## src/rtl/arith_pkg.sv

```systemverilog
// Shared arithmetic-library definitions: divider FSM states, counter sizing
// and the quotient value reported for a division by zero.
package arith_pkg;

  // Divider control states
  typedef enum logic [1:0] {
    IDLE = 2'd0,
    RUN  = 2'd1,
    DONE = 2'd2
  } div_state_e;

  // Widest operand the library supports
  localparam int MAX_WIDTH = 32;

  // Default operand width and the matching iteration counter width
  localparam int DEF_WIDTH = 8;
  localparam int CNT_W     = $clog2(DEF_WIDTH + 1);

  // Quotient reported when the divisor is zero (all ones, sliced to width)
  localparam logic [MAX_WIDTH-1:0] DBZ_QUOTIENT = {MAX_WIDTH{1'b1}};

  // Counter width able to hold the values 0..width
  function automatic int cnt_width(input int width);
    return $clog2(width + 1);
  endfunction

endpackage

```

## src/rtl/div_restore_step.sv

```systemverilog
// One radix-2 restoring division step: shift the next dividend bit into the
// partial remainder, trial-subtract the divisor, keep or restore.
module div_restore_step #(
  parameter int WIDTH = 8
) (
  input  logic [WIDTH-1:0] i_part_rem,
  input  logic             i_next_bit,
  input  logic [WIDTH-1:0] i_divisor,
  output logic [WIDTH-1:0] o_part_rem,
  output logic             o_q_bit
);

  logic [WIDTH:0] w_shifted;
  logic [WIDTH:0] w_trial;

  // Partial remainder is always below the divisor, so the shifted value fits
  // in WIDTH+1 bits and the trial difference sign is its MSB.
  assign w_shifted = {i_part_rem, i_next_bit};
  assign w_trial   = w_shifted - {1'b0, i_divisor};

  // Keep the trial difference when non-negative, otherwise restore
  always_comb begin
    o_q_bit    = ~w_trial[WIDTH];
    o_part_rem = w_shifted[WIDTH-1:0];
    if (o_q_bit) begin
      o_part_rem = w_trial[WIDTH-1:0];
    end else begin
      o_part_rem = w_shifted[WIDTH-1:0];
    end
  end

endmodule

```

## src/rtl/seq_divider8.sv

```systemverilog
// Sequential unsigned restoring divider producing one quotient bit per clock,
// with a start/busy/done handshake and a divide-by-zero flag.
module seq_divider8
  import arith_pkg::*;
#(
  parameter int WIDTH = 8
) (
  input  logic             clk,
  input  logic             rst,
  input  logic             start,
  input  logic [WIDTH-1:0] dividend,
  input  logic [WIDTH-1:0] divisor,
  output logic             busy,
  output logic             done,
  output logic [WIDTH-1:0] quotient,
  output logic [WIDTH-1:0] remainder,
  output logic             div_by_zero
);

  localparam int C_CNT_W = cnt_width(WIDTH);
  localparam logic [C_CNT_W-1:0] C_LAST_STEP = C_CNT_W'(WIDTH - 1);
  localparam logic [C_CNT_W-1:0] C_CNT_ONE   = C_CNT_W'(1);

  div_state_e         r_state;
  logic [WIDTH-1:0]   r_part_rem;
  logic [WIDTH-1:0]   r_dividend;   // dividend bits shift out, quotient bits shift in
  logic [WIDTH-1:0]   r_divisor;
  logic [C_CNT_W-1:0] r_count;
  logic [WIDTH-1:0]   r_quotient;
  logic [WIDTH-1:0]   r_remainder;
  logic               r_dbz;

  div_state_e         w_state_nxt;
  logic [WIDTH-1:0]   w_part_rem_nxt;
  logic [WIDTH-1:0]   w_dividend_nxt;
  logic [WIDTH-1:0]   w_divisor_nxt;
  logic [C_CNT_W-1:0] w_count_nxt;
  logic [WIDTH-1:0]   w_quotient_nxt;
  logic [WIDTH-1:0]   w_remainder_nxt;
  logic               w_dbz_nxt;

  logic [WIDTH-1:0]   w_step_rem;
  logic               w_step_qbit;

  div_restore_step #(
    .WIDTH(WIDTH)
  ) u_step (
    .i_part_rem (r_part_rem),
    .i_next_bit (r_dividend[WIDTH-1]),
    .i_divisor  (r_divisor),
    .o_part_rem (w_step_rem),
    .o_q_bit    (w_step_qbit)
  );

  // Next-state and datapath-update decode; results only change on DONE entry
  always_comb begin
    w_state_nxt     = r_state;
    w_part_rem_nxt  = r_part_rem;
    w_dividend_nxt  = r_dividend;
    w_divisor_nxt   = r_divisor;
    w_count_nxt     = r_count;
    w_quotient_nxt  = r_quotient;
    w_remainder_nxt = r_remainder;
    w_dbz_nxt       = r_dbz;
    case (r_state)
      IDLE, DONE: begin
        if (start) begin
          if (divisor != {WIDTH{1'b0}}) begin
            w_state_nxt    = RUN;
            w_part_rem_nxt = {WIDTH{1'b0}};
            w_dividend_nxt = dividend;
            w_divisor_nxt  = divisor;
            w_count_nxt    = {C_CNT_W{1'b0}};
          end else begin
            w_state_nxt     = DONE;
            w_quotient_nxt  = DBZ_QUOTIENT[WIDTH-1:0];
            w_remainder_nxt = dividend;
            w_dbz_nxt       = 1'b1;
          end
        end else begin
          w_state_nxt = IDLE;
        end
      end
      RUN: begin
        w_part_rem_nxt = w_step_rem;
        w_dividend_nxt = {r_dividend[WIDTH-2:0], w_step_qbit};
        w_count_nxt    = r_count + C_CNT_ONE;
        if (r_count == C_LAST_STEP) begin
          w_state_nxt     = DONE;
          w_quotient_nxt  = {r_dividend[WIDTH-2:0], w_step_qbit};
          w_remainder_nxt = w_step_rem;
          w_dbz_nxt       = 1'b0;
        end else begin
          w_state_nxt = RUN;
        end
      end
      default: begin
        w_state_nxt = IDLE;
      end
    endcase
  end

  // State and datapath registers; reset aborts any division in flight
  always_ff @(posedge clk or posedge rst) begin
    if (rst) begin
      r_state     <= IDLE;
      r_part_rem  <= {WIDTH{1'b0}};
      r_dividend  <= {WIDTH{1'b0}};
      r_divisor   <= {WIDTH{1'b0}};
      r_count     <= {C_CNT_W{1'b0}};
      r_quotient  <= {WIDTH{1'b0}};
      r_remainder <= {WIDTH{1'b0}};
      r_dbz       <= 1'b0;
    end else begin
      r_state     <= w_state_nxt;
      r_part_rem  <= w_part_rem_nxt;
      r_dividend  <= w_dividend_nxt;
      r_divisor   <= w_divisor_nxt;
      r_count     <= w_count_nxt;
      r_quotient  <= w_quotient_nxt;
      r_remainder <= w_remainder_nxt;
      r_dbz       <= w_dbz_nxt;
    end
  end

  assign busy        = (r_state == RUN);
  assign done        = (r_state == DONE);
  assign quotient    = r_quotient;
  assign remainder   = r_remainder;
  assign div_by_zero = r_dbz;

endmodule

```

## config.mk

```make
export PLATFORM = sky130hd
export DESIGN_NAME = seq_divider8
export DESIGN_NICKNAME = d
export VERILOG_FILES = /design/src/rtl/arith_pkg.sv /design/src/rtl/div_restore_step.sv /design/src/rtl/seq_divider8.sv
export SDC_FILE = /design/constraint.sdc
export NUM_CORES = 1
export LEC_CHECK = 0
export BUFFER_PORTS_ARGS = -buffer_cell sky130_fd_sc_hd__buf_2
export CAP_MARGIN = 15
export CORE_ASPECT_RATIO = 0.9
export CORE_UTILIZATION = 51
export CTS_CLUSTER_SIZE = 30
export DETAILED_ROUTE_END_ITERATION = 12
export PLACE_DENSITY = 0.75
export SLEW_MARGIN = 10
export SYNTH_ARGS = -nofsm -noshare
export SYNTH_HDL_FRONTEND = slang
export SYNTH_HIERARCHICAL = 1
export SYNTH_SLANG_ARGS = --single-unit
```

## constraint.sdc

```tcl
create_clock -name clk -period 2.6 [get_ports clk]
set_input_delay 0 -clock clk [delete_from_list [all_inputs] [get_ports clk]]
set_output_delay 0 -clock clk [all_outputs]
set_load 0.02 [all_outputs]
```

# [Yosys cells after proc, flatten, opt, wreduce, memory -nomap -nowiden]
# Cells that the tools add are included.
[totals] reg_bits=47 latchBits=0 ram_bits=0 romBits=0 output_inout_bits=19 input_bits=19 elab_cells=51 n_memories=0
[op_classes] n_eq_ne=7 reduce_logical=7 mux=26 bitwise_logic=1 n_mul=0 magnitude_cmp=0 addsub=2 div=0 shift=0
[ops] op="8-bit 2-to-1 mux" count=11
[ops] op="8-bit one-hot mux with 2 select lines" count=4
[ops] op="9-bit by 8-bit subtractor with 9-bit output" count=1
[ops] op="4-bit 2-to-1 mux" count=2
[ops] op="4-bit one-hot mux with 2 select lines" count=1
[ops] op="8-bit nonzero test" count=1
[ops] op="2-bit 2-to-1 mux" count=3
[ops] op="2-bit != test, second input constant" count=3
[ops] op="3-bit AND reduction" count=2
[ops] op="4-bit by 1-bit adder with 4-bit output, second input constant" count=1
[ops] op="4-bit by 3-bit equality test with 1-bit output, second input constant" count=1
[ops] op="2-bit one-hot mux with 2 select lines" count=1
[ops] op="4-bit AND reduction" count=1
[ops] op="1-bit 2-to-1 mux" count=3
[ops] op="2-bit by 1-bit equality test with 1-bit output, second input constant" count=1
[ops] op="2-bit equality test, second input constant" count=1
[ops] op="2-bit zero test" count=1
[ops] op="2-bit by 1-bit != test with 1-bit output, second input constant" count=1
[ops] op="1-bit one-hot mux with 2 select lines" count=1
[ops] op="2-bit nonzero test" count=1
[ops] op="2-bit OR reduction" count=1
[ops] op="1-bit inverter" count=1

# [Logic depth before layout (Yosys ltp)]
[logic_depth] ltp_word=4 depth_mapped=11 depth_no_buf=11

# [By module]
# The synthesis kept the hierarchy.
[by_module_without_submodules] mod="seq_divider8" instances=1 area_each_um2=2055.7 seq_area_each_um2=1176.1 cells_each=185
[by_module_without_submodules] mod="div_restore_step" instances=1 area_each_um2=485.5 seq_area_each_um2=0.0 cells_each=58

# [Least setup slack after synthesis]
# OpenSTA, ideal clock, no wires.
[synth_timing] path_type="reg2reg" startpoint="register r_dividend[7]" endpoint="register r_part_rem[7]" setup_ps=121 arrival_time_ps=2344 stages_incl_launch_ff=11 n_path_buf=0 period_less_slack_ps=2465 setup_slack_ps=135 t_required_ps=2479 cell_sequence="dfrtp_1 inv_1 ha_1 inv_1 fa_1 a21o_1 a21oi_2 o31ai_4 xor2_4 mux2_2 a22o_1"
[synth_between] elab_chain_len=3
[synth_rtl] item="from (decl)" line="seq_divider8.sv:26" text="logic [WIDTH-1:0] r_dividend;"
[synth_rtl] item="from (signal assigned)" line="seq_divider8.sv:108" text="r_dividend <= {WIDTH{1'b0}};"
[synth_rtl] item="from (signal assigned)" line="seq_divider8.sv:117" text="r_dividend <= w_dividend_nxt;"
[synth_rtl] item="9-bit by 8-bit subtractor with 9-bit output" line="div_restore_step.sv:19" text="assign w_trial = w_shifted - {1'b0, i_divisor};"
[synth_rtl] item="8-bit 2-to-1 mux" line="div_restore_step.sv:25" text="if (o_q_bit) begin"
[synth_rtl] item="named net w_step_rem[7]" line="seq_divider8.sv:42" text="logic [WIDTH-1:0] w_step_rem;"
[synth_rtl] item="8-bit one-hot mux with 2 select lines" line="seq_divider8.sv:65" text="case (r_state)"
[synth_rtl] item="to (signal assigned)" line="seq_divider8.sv:107" text="r_part_rem <= {WIDTH{1'b0}};"
[synth_rtl] item="to (signal assigned)" line="seq_divider8.sv:116" text="r_part_rem <= w_part_rem_nxt;"
[synth_rtl] item="to (decl)" line="seq_divider8.sv:25" text="logic [WIDTH-1:0] r_part_rem;"
# The timed path passes the listed nets, and every way through them passes these cells.
# A chain may end at the register's enable or synchronous reset.

# [Final worst setup path]
[layout_timing] startpoint="register r_dividend[7]" endpoint="register r_part_rem[2]"
# Same word-level chain as after synthesis.

==> impl_metrics.env <==
export IMPL_outcome="finished clean"
export IMPL_cts_sinks=47
export IMPL_cts_htree_levels=2
export IMPL_ys_types=47
export IMPL_ir_drop_uv=975
export IMPL_instances_no_fill=358
export IMPL_die_height_um=69.0
export IMPL_path_clk_slew_ps=90
export IMPL_worstPathArrival_ps=2770
export IMPL_synth_area_per_cell_um2=10.5
export IMPL_ant_nets=0
export IMPL_cp_start_kind="flop"
export IMPL_clock_latency_ps=310
export IMPL_nFillCells=374
export IMPL_clockRootBuffer="clkbuf_8"
export IMPL_hold_viol=0
export IMPL_yosysTopAreaCell="dfrtp_1"
export IMPL_fin_crit_ps=2560
export IMPL_netlist_instances=243
export IMPL_first_iter_violations=118
export IMPL_ys_ff_latch=47
export IMPL_p_leak_uw=0.00140
export IMPL_cts_path_max_buffers=2
export IMPL_place_inst=338
export IMPL_synth_common_cells="dfrtp_1 (47), a21oi_1 (35), nor2_1 (22)"
export IMPL_die_x_um=76.4
export IMPL_slew_violations=0
export IMPL_cts_tree="built"
export IMPL_ys_seq_area_frac=0.463
export IMPL_synthToLayoutAreaGrowth_pct=21.2
export IMPL_multi_input_area_um2=1290
export IMPL_fin_nets=324
export IMPL_vias=2028
export IMPL_synth_main_ff_cell="dfrtp_1"
export IMPL_place_congestion=0.822
export IMPL_syn_cell_area_um2=2540
export IMPL_yosys_top_cells_area="dfrtp_1 (46%), a21oi_1 (6.9%), ha_1 (4.4%)"
export IMPL_worstMarginPinSlew_ps=994
export IMPL_hold_class="in -> reg"
export IMPL_diodes=0
export IMPL_fin_crit_sh=0.986
export IMPL_placedInstanceArea_um2=2790
export IMPL_synthesis_nets=272
export IMPL_numPortBuffers=37
export IMPL_grt_max_degree=48
export IMPL_grt_pass1_wl_mm=9.00
export IMPL_row_count=23
export IMPL_start_util=0.552
export IMPL_fin_area_um2=3080
export IMPL_yosys_area_top_type_share=0.463
export IMPL_grt_remaining_overflow=0
export IMPL_path_max_fanout=5
export IMPL_drtPass1Iterations=4
export IMPL_maxCapViolCount=0
export IMPL_async_flop_share=1.00
export IMPL_dieArea_um2=5270
export IMPL_viasPerCell=5.66
export IMPL_synth_most_common_cell="dfrtp_1"
export IMPL_cp_data_required_time_ps=2800
export IMPL_end_kind="flop"
export IMPL_core_um2=4600
export IMPL_drive_above_1_share=0.291
export IMPL_critPathKind="reg -> reg"
export IMPL_fmax_mhz=390
export IMPL_boundaryPins=38
export IMPL_drc_errors=0
export IMPL_cts_buffers=5
export IMPL_setup_viol=0
export IMPL_dp_hpwl_mm=3.95
export IMPL_rsz0062_at_grt="true"
export IMPL_slew_headroom=0.337
export IMPL_grt_pass1_vias=1808
export IMPL_synth_edff_count=0
export IMPL_yosysWarnings=6
export IMPL_grt_total_usage=0.229
export IMPL_total_power_uw=5240
export IMPL_wl_per_cell_um=16.1
export IMPL_antenna_found_initial=0
export IMPL_power_density_nw_per_um2=1700
export IMPL_drt_total_wl_mm=5.76
export IMPL_finClkSkew_ps=11.3
export IMPL_seqCellArea_um2=1180
==> critical path, stage by stage, from the launching register on <==
cell,delay (ps)
dfrtp_1,400
inv_2,80
ha_4,140
inv_2,40
fa_2,370
a21o_1,200
a21oi_2,200
o31ai_4,100
xor2_4,240
buf_6,150
mux2_2,350
a22o_1,210
==> sequential cells by signal, summed over array words and instances, names as in the netlist <==
register,flops
r_dividend,8
r_part_rem,8
quotient,8
r_state,2
div_by_zero,1
remainder,8
r_divisor,8
r_count,4
==> layout by cell type, fill, tap and decap left out, types with 2 or more instances in the layout <==
cell	instances
mux2_1	8
a22o_1	8
inv_2	4
nor4_4	2
nor2b_1	2
o21ai_1	8
mux2_2	5
o21a_1	3
xnor2_1	2
dfrtp_1	47
nand2b_1	4
buf_4	9
buf_6	2
ha_1	8
nor2_1	22
a21oi_1	31
dlygate4sd3_1	8
buf_2	37
nand2_1	7
inv_1	8
nand3_1	11
o21ai_0	3
nor3_1	7
bufinv_16	2
a21oi_2	7
and2_1	8
mux2_4	3
clkbuf_8	5
xor2_1	2
==> power breakdown <==
part	leakage (uW)	total [uW]	switching, uW	internal, uW
Combinational	0.000774	3250	1670	1580
Sequential	0.000559	1340	258	1090
Clock	0.0000654	646	262	385
==> what timing repair did <==
action | 4_1_cts | 5_1_grt
gates cloned | 0 | 0
pin swaps | 2 | 7
setup endpoints to repair | 1 | 14
hold buffers | 8 | 0
resized for setup | 0 | 16
hold endpoints to repair | 54 | 0
setup buffers | 3 | 1
==> path summary, 6_finish.rpt <==
kind | from | end | slack [ps] | cells after the start
worst max-delay path | r_dividend[7] | r_part_rem[2] | 40 | 11
worst min-delay path | divisor[1] | r_divisor[1] | 10 | 2
worst max register to register | r_dividend[7] | r_part_rem[2] | 40 | 11
worst min register to register | r_divisor[2] | r_divisor[2] | 490 | 1
max in group asynchronous | rst | r_part_rem[0] | 1500 | 3
min in group asynchronous | rst | r_dividend[4] | 460 | 3
==> metal layers <==
layer  track usage  up-vias  routed length (um)
met4        0.0721        0                  65
met5             0        -                   0
met3        0.0592        8                 308
li1              -      965                   -
met2         0.381       59                2830
met1         0.297      996                2560
==> stage by stage <==
stage               TNS (ps)  hold slack (ps)  setup WS (ps)  utilization
finish                     0             11.1           35.5        0.669
floorplan                  0              135            135            -
detailed placement         0              272           14.0        0.605
CTS                        0             15.1           5.49        0.656
global placement           0              269           65.7        0.605
global route            -231             12.5          -46.3        0.669
==> cells by family after synthesis <==
kind of cell / after synthesis / synth area share
DFF: 47 / 0.463
buffers and inverters: 23 / 0.0458
AOI/OAI and AO/OA: 70 / 0.180
xor gates and xnor gates: 5 / 0.0246
adders and majority gates: 10 / 0.0522
and+or+nand+nor: 70 / 0.151
muxes: 18 / 0.0837
==> area by class of cell <==
type,count,share of cell area
clock buffers,6,0.0236
clock inverters,2,0.0195
inverters,12,0.0146
multi-input cells,173,0.420
flip-flops and latches,47,0.382
well taps,62,0.0252
repair buffers,56,0.115
No activity file was read; power rests on OpenSTA's default activity.
